$ cat src/rtl/alu_pkg.sv
// Shared ALU definitions: datapath width, opcode encodings and flag bit positions.
package alu_pkg;

  localparam int ALU_WIDTH = 32;

  typedef logic [1:0] op_t;

  localparam op_t OP_ADD = 2'b00;
  localparam op_t OP_SUB = 2'b01;
  localparam op_t OP_ADC = 2'b10;
  localparam op_t OP_SBB = 2'b11;

  // flags = {N,Z,C,V}
  localparam int FLAG_N = 3;
  localparam int FLAG_Z = 2;
  localparam int FLAG_C = 1;
  localparam int FLAG_V = 0;

endpackage

$ cat src/rtl/carry_select_adder.sv
// Carry-select adder: each block precomputes its sum for carry-in 0 and 1,
// and the incoming block carry picks one, so the carry chain is one mux per block.
module carry_select_adder #(
  parameter int WIDTH = 32,
  parameter int BLOCK = 8
) (
  input  logic [WIDTH-1:0] a,
  input  logic [WIDTH-1:0] b,
  input  logic             cin,
  output logic [WIDTH-1:0] sum,
  output logic             cout
);

  localparam int NBLK = WIDTH / BLOCK;

  logic [NBLK:0] c;

  assign c[0] = cin;

  for (genvar i = 0; i < NBLK; i++) begin : g_blk
    logic [BLOCK:0] s_c0;
    logic [BLOCK:0] s_c1;

    assign s_c0 = {1'b0, a[i*BLOCK +: BLOCK]} + {1'b0, b[i*BLOCK +: BLOCK]};
    assign s_c1 = {1'b0, a[i*BLOCK +: BLOCK]} + {1'b0, b[i*BLOCK +: BLOCK]}
                + {{BLOCK{1'b0}}, 1'b1};

    assign sum[i*BLOCK +: BLOCK] = c[i] ? s_c1[BLOCK-1:0] : s_c0[BLOCK-1:0];
    assign c[i+1]                = c[i] ? s_c1[BLOCK]     : s_c0[BLOCK];
  end

  assign cout = c[NBLK];

endmodule

$ cat src/rtl/addsub_pipe.sv
// Two-stage add/subtract pipeline with valid/ready handshake on both sides.
// S1 holds prepared operands (B optionally inverted, carry-in resolved);
// S2 holds the sum and {N,Z,C,V} flags. Carry is ARM-style: C=1 means no borrow.
module addsub_pipe
  import alu_pkg::*;
#(
  parameter int WIDTH = ALU_WIDTH
) (
  input  logic             clk,
  input  logic             rst,
  input  logic             in_valid,
  output logic             in_ready,
  input  logic [WIDTH-1:0] op_a,
  input  logic [WIDTH-1:0] op_b,
  input  logic [1:0]       op,
  input  logic             carry_in,
  output logic             out_valid,
  input  logic             out_ready,
  output logic [WIDTH-1:0] result,
  output logic [3:0]       flags
);

  logic             s2_free;
  logic             accept;
  logic             advance;

  logic [WIDTH-1:0] b_prep;
  logic             cin_prep;

  logic             vld_p1;
  logic [WIDTH-1:0] a_p1;
  logic [WIDTH-1:0] b_p1;
  logic             cin_p1;

  logic [WIDTH-1:0] sum;
  logic             cout;

  logic             vld_p2;
  logic [WIDTH-1:0] result_p2;
  logic [3:0]       flags_p2;

  function automatic logic [3:0] calc_flags(input logic [WIDTH-1:0] a,
                                            input logic [WIDTH-1:0] b,
                                            input logic [WIDTH-1:0] s,
                                            input logic             c);
    logic [3:0] f;
    f         = '0;
    f[FLAG_N] = s[WIDTH-1];
    f[FLAG_Z] = (s == '0);
    f[FLAG_C] = c;
    f[FLAG_V] = (a[WIDTH-1] == b[WIDTH-1]) && (s[WIDTH-1] != a[WIDTH-1]);
    return f;
  endfunction

  assign s2_free  = !vld_p2 || out_ready;
  assign in_ready = !vld_p1 || s2_free;
  assign accept   = in_valid && in_ready;
  assign advance  = vld_p1 && s2_free;

  // Subtraction is a + ~b + 1; SBB/ADC take the external carry instead of a constant.
  always_comb begin
    b_prep   = op_b;
    cin_prep = 1'b0;
    case (op)
      OP_ADD: begin
        b_prep   = op_b;
        cin_prep = 1'b0;
      end
      OP_SUB: begin
        b_prep   = ~op_b;
        cin_prep = 1'b1;
      end
      OP_ADC: begin
        b_prep   = op_b;
        cin_prep = carry_in;
      end
      OP_SBB: begin
        b_prep   = ~op_b;
        cin_prep = carry_in;
      end
      default: begin
        b_prep   = op_b;
        cin_prep = 1'b0;
      end
    endcase
  end

  // ---- S1: operand-prep register; loads on accept, empties when it advances
  always_ff @(posedge clk) begin
    if (rst) begin
      vld_p1 <= 1'b0;
      a_p1   <= '0;
      b_p1   <= '0;
      cin_p1 <= 1'b0;
    end else if (accept) begin
      vld_p1 <= 1'b1;
      a_p1   <= op_a;
      b_p1   <= b_prep;
      cin_p1 <= cin_prep;
    end else if (advance) begin
      vld_p1 <= 1'b0;
    end
  end

  carry_select_adder #(
    .WIDTH (WIDTH),
    .BLOCK (8)
  ) u_adder (
    .a    (a_p1),
    .b    (b_p1),
    .cin  (cin_p1),
    .sum  (sum),
    .cout (cout)
  );

  // ---- S2: result/flag register; held while stalled, cleared on handshake without refill
  always_ff @(posedge clk) begin
    if (rst) begin
      vld_p2    <= 1'b0;
      result_p2 <= '0;
      flags_p2  <= '0;
    end else if (advance) begin
      vld_p2    <= 1'b1;
      result_p2 <= sum;
      flags_p2  <= calc_flags(a_p1, b_p1, sum, cout);
    end else if (out_ready) begin
      vld_p2    <= 1'b0;
    end
  end

  assign out_valid = vld_p2;
  assign result    = result_p2;
  assign flags     = flags_p2;

endmodule

$ cat config.mk
export PLATFORM = sky130hd
export DESIGN_NAME = addsub_pipe
export DESIGN_NICKNAME = d
export VERILOG_FILES = /design/src/rtl/alu_pkg.sv /design/src/rtl/carry_select_adder.sv /design/src/rtl/addsub_pipe.sv
export SDC_FILE = /design/constraint.sdc
export NUM_CORES = 1
export LEC_CHECK = 0
export CORE_MARGIN = 3
export CORE_UTILIZATION = 44
export CTS_CLUSTER_DIAMETER = 150
export DETAILED_ROUTE_END_ITERATION = 7
export MAX_ROUTING_LAYER = met4
export PLACE_DENSITY = 0.66
export SYNTH_ARGS = -nofsm -noshare
export SYNTH_HDL_FRONTEND = slang
export SYNTH_SLANG_ARGS = --single-unit
export TNS_END_PERCENT = 10
$ cat constraint.sdc
create_clock -name clk -period 4.4 [get_ports clk]
set_input_delay 0.44 -clock clk [delete_from_list [all_inputs] [get_ports clk]]
set_output_delay 0.44 -clock clk [all_outputs]
set_load 0.005 [all_outputs]
==> summary.md <==
| Metric | Value |
|---|---|
| RSZ-0062 raised after global routing | true |
| Die area | 15690 µm² |
| CTS root buf | clkbuf_16 |
| Inserted Diodes | 0 |
| Row cnt | 42 |
| Initial drt markers | 300 |
| Layout cells sized above 1 | 0.09397 |
| Mapped Nets | 869 |
| Hold Crit Class | reg -> reg |
| CTS Buffer Depth | 2 |
| Area growth, synth to finish | 28.83% |
| Die width | 125.3 µm |
| Slew at the pin closest to its max-slew limit | 1.058 ns |
| Most frequent cells after synthesis | 102 x dfxtp_1, 97 x nand2_1, 89 x nor2_1 |
| Final Critical Period | 4.299 ns |
| DRC Markers | 0 |
| Setup CP Type | reg -> reg |
| Startpoint Class | flop |
| Via-to-Cell Ratio | 5.376 |
| Count of cell types in the netlist | 66 |
| CP required | 4.69 ns |
| Fin nets | 968 |
| Per-cell routed wire length | 14.97 µm |
| Sequential power share | 0.391 |
| GR Util All Layers | 0.2032 |
| Worst Path Arrival | 4.59 ns |
| Worst VDD drop | 0.2311 mV |
| Dpl cell area | 7437 µm² |
| Share of the yosys chip area belonging to registers | 0.3263 |
| Slew headroom | 0.2945 |
| Fmax | 0.2326 GHz |
| Syn_area_per_cell | 8.257 µm² |
| Ys Warns | 0 |
| Vias | 5580 |
| I/O Buffers | 108 |
| I/O Pins | 109 |
| Max Cap Violations | 0 |
| Die height | 125.3 µm |
| Half-perimeter wire length after detailed placement | 11290 µm |
| H-tree levels | 3 |
| Routed Antenna Nets | 0 |
| Cell Int Power | 0.001870 W |
| Total clock sinks | 102 |
| Switching power | 0.0007727 W |
| Comb pwr share | 0.256 |
| Pleak | 3.046 nW |
| Core box area | 13560 µm² |
| Layout Skew | 0.004707 ns |
| Fin crit share | 0.9771 |
| Iteration count of the initial detailed-routing pass | 4 |
| Slew Limit Fails | 0 |
| Status | complete, no violations |
| Pwr/cell area | 327.7 nW/µm² |
| Post-synthesis instance area | 6259 µm² |
| Sw Share | 0.2924 |
| EDFF count, synth | 0 |
| Area leader, netlist | dfxtp_1 |
| Largest net degree at the start of global routing | 73 |
| CTS Buf Count | 9 |
| RePlAce Congestion | 0.8493 |
| Initial antenna violation count | 0 |
| Gr ovfl total | 0 |
| First-pass GRT wire length | 25930 µm |
| Top post-synthesis cells by area | dfxtp_1 33%, xnor2_1 8.4%, a211oi_1 7.6% |
| WHS | 0.4603 ns |
| Later-pin clock latency in the skew report | 0.36 ns |
| Drt total wl | 15540 µm |
| Post-synth top area share | 0.3263 |
| Clock Power Share | 0.353 |
| Final Hold Fails | 0 |
| Async set-or-reset flop fraction in the synthesized netlist | 0 |
| Post-Layout Inst Area | 8063 µm² |
| Crit. End Element | flop |
| Endpoints failing setup | 0 |
| #FFs+latches synth | 102 |
| CTS tree | yes |
| CP Max Fanout | 6 |
| Top_reg_cell synth | dfxtp_1 |
| R2r setup slk | 0.10 ns |
| Clock transition at the registers of the reported paths | 0.07 ns |
| Initial Utilization | 0.4616 |
| Total power | 0.002643 W |
| Most frequent cell after synthesis | dfxtp_1 |
| Cells after synthesis | 758 |
| Vias in the first global route | 5358 |
-- worst max-delay path, cell delays in order (launching register included) --
cell and delay, ns:
dfxtp_2 0.34, ha_4 0.16, fa_2 0.58, ha_4 0.14, nand3b_1 0.08, or4_4 0.52
a221oi_4 0.35, o2111ai_4 0.25, buf_6 0.19, mux2i_4 0.28, mux2i_4 0.35, nand3_4 0.14
nor2_1 0.13, a22oi_1 0.09, or4_1 0.52, o21ai_1 0.11
-- worst paths after layout --
path	startpoint	to	cells after the start
max	b_p1[0]	flags[2]	15
min	a_p1[15]	a_p1[15]	2
max reg2reg	b_p1[0]	flags[2]	15
min reg2reg	a_p1[15]	a_p1[15]	2
-- per-stage QoR --
step | utilization | setup slack [ns] | std cells | setup TNS (ns)
after detailed placement | 0.5485 | -0.03588 | 1005 | -0.03588
after floorplan | - | 0.3542 | 758 | 0
after global routing | 0.5947 | -0.05380 | 1038 | -0.09548
final | 0.5947 | 0.1008 | 1038 | 0
after CTS | 0.5770 | 0.006337 | 1023 | 0
after global placement | 0.5485 | 0.1025 | 1005 | 0
-- repair_timing --
| action | in CTS | in global routing |
|---|---|---|
| pin swaps | 0 | 16 |
| resized for setup | 3 | 22 |
| hold buffers | 0 | 0 |
| endpoints found under the setup margin | 1 | 6 |
| cloned | 0 | 0 |
| buffers inserted | 2 | 15 |
-- area by class of cell --
| type | count | area [µm²] |
|---|---|---|
| Inverter | 17 | 63.81 |
| Clock inverter | 7 | 121.4 |
| Timing Repair Buffer | 131 | 1254 |
| Tap cell | 176 | 220.2 |
| Sequential cell | 102 | 2044 |
| Multi-Input combinational cell | 596 | 4134 |
| Clock buffer | 9 | 225.2 |
| Fill cell | 1241 | 5495 |
-- state kept, by name (all words and copies together), names as in the netlist --
signal and flops:
a_p1 32, vld_p1 1, b_p1 32, flags 3
cin_p1 1, out_valid 1, result 32
-- routing by layer --
| metal | part of all wire | wire [µm] | track usage | vias up |
|---|---|---|---|---|
| met5 | 0 | 0 | - | - |
| met4 | 0.011 | 177 | 0.04719 | 0 |
| met3 | 0.039 | 603 | 0.04648 | 13 |
| met2 | 0.47 | 7240 | 0.3243 | 110 |
| met1 | 0.48 | 7521 | 0.2641 | 2572 |
| li1 | - | - | - | 2885 |
-- cells by family after synthesis --
group           synth area share
simple gates              0.2045
compound gates            0.2107
fa+ha+maj                0.08477
flops                     0.3263
mux                      0.01499
xor+xnor                  0.1216
buf+inv                  0.03718
-- layout by cell type, fill, tap and decap left out, types with 4 or more instances in the layout --
cell type / netlist / final
clkbuf_16: 0 / 9
and2_1: 5 / 4
and3_1: 10 / 10
xnor2_1: 60 / 59
clkdlybuf4s50_1: 0 / 106
o21a_1: 4 / 4
ha_1: 36 / 34
nor2_1: 89 / 89
nor2b_1: 6 / 5
nand3_1: 11 / 9
a211oi_1: 63 / 62
or3_1: 4 / 4
o21bai_1: 5 / 5
inv_1: 17 / 17
o21ai_0: 12 / 12
o211ai_1: 5 / 5
mux2i_1: 6 / 5
a21o_1: 4 / 4
xor2_1: 25 / 23
nand3b_1: 6 / 6
dfxtp_1: 102 / 100
buf_4: 2 / 22
a21oi_1: 57 / 57
or2_2: 5 / 5
nand4_1: 6 / 6
nand2_1: 97 / 97
o2111ai_1: 4 / 4
a311oi_1: 4 / 4
nor3_1: 13 / 13
nor4_1: 4 / 4
-- power by group through the flow --
| stage | Sequential [W] | Clock, W | Combinational, W |
|---|---|---|---|
| final | 0.00103 | 0.000934 | 0.000676 |
| after global routing | 0.00104 | 0.000984 | 0.000754 |
| after CTS | 0.00103 | 0.000951 | 0.000657 |
| after detailed placement | 0.00105 | 0 | 0.000651 |
| after global placement | 0.00105 | 0 | 0.000640 |
| after floorplan | 0.00104 | 0 | 0.000441 |
Note: power is estimated with default switching activity, not from simulation.
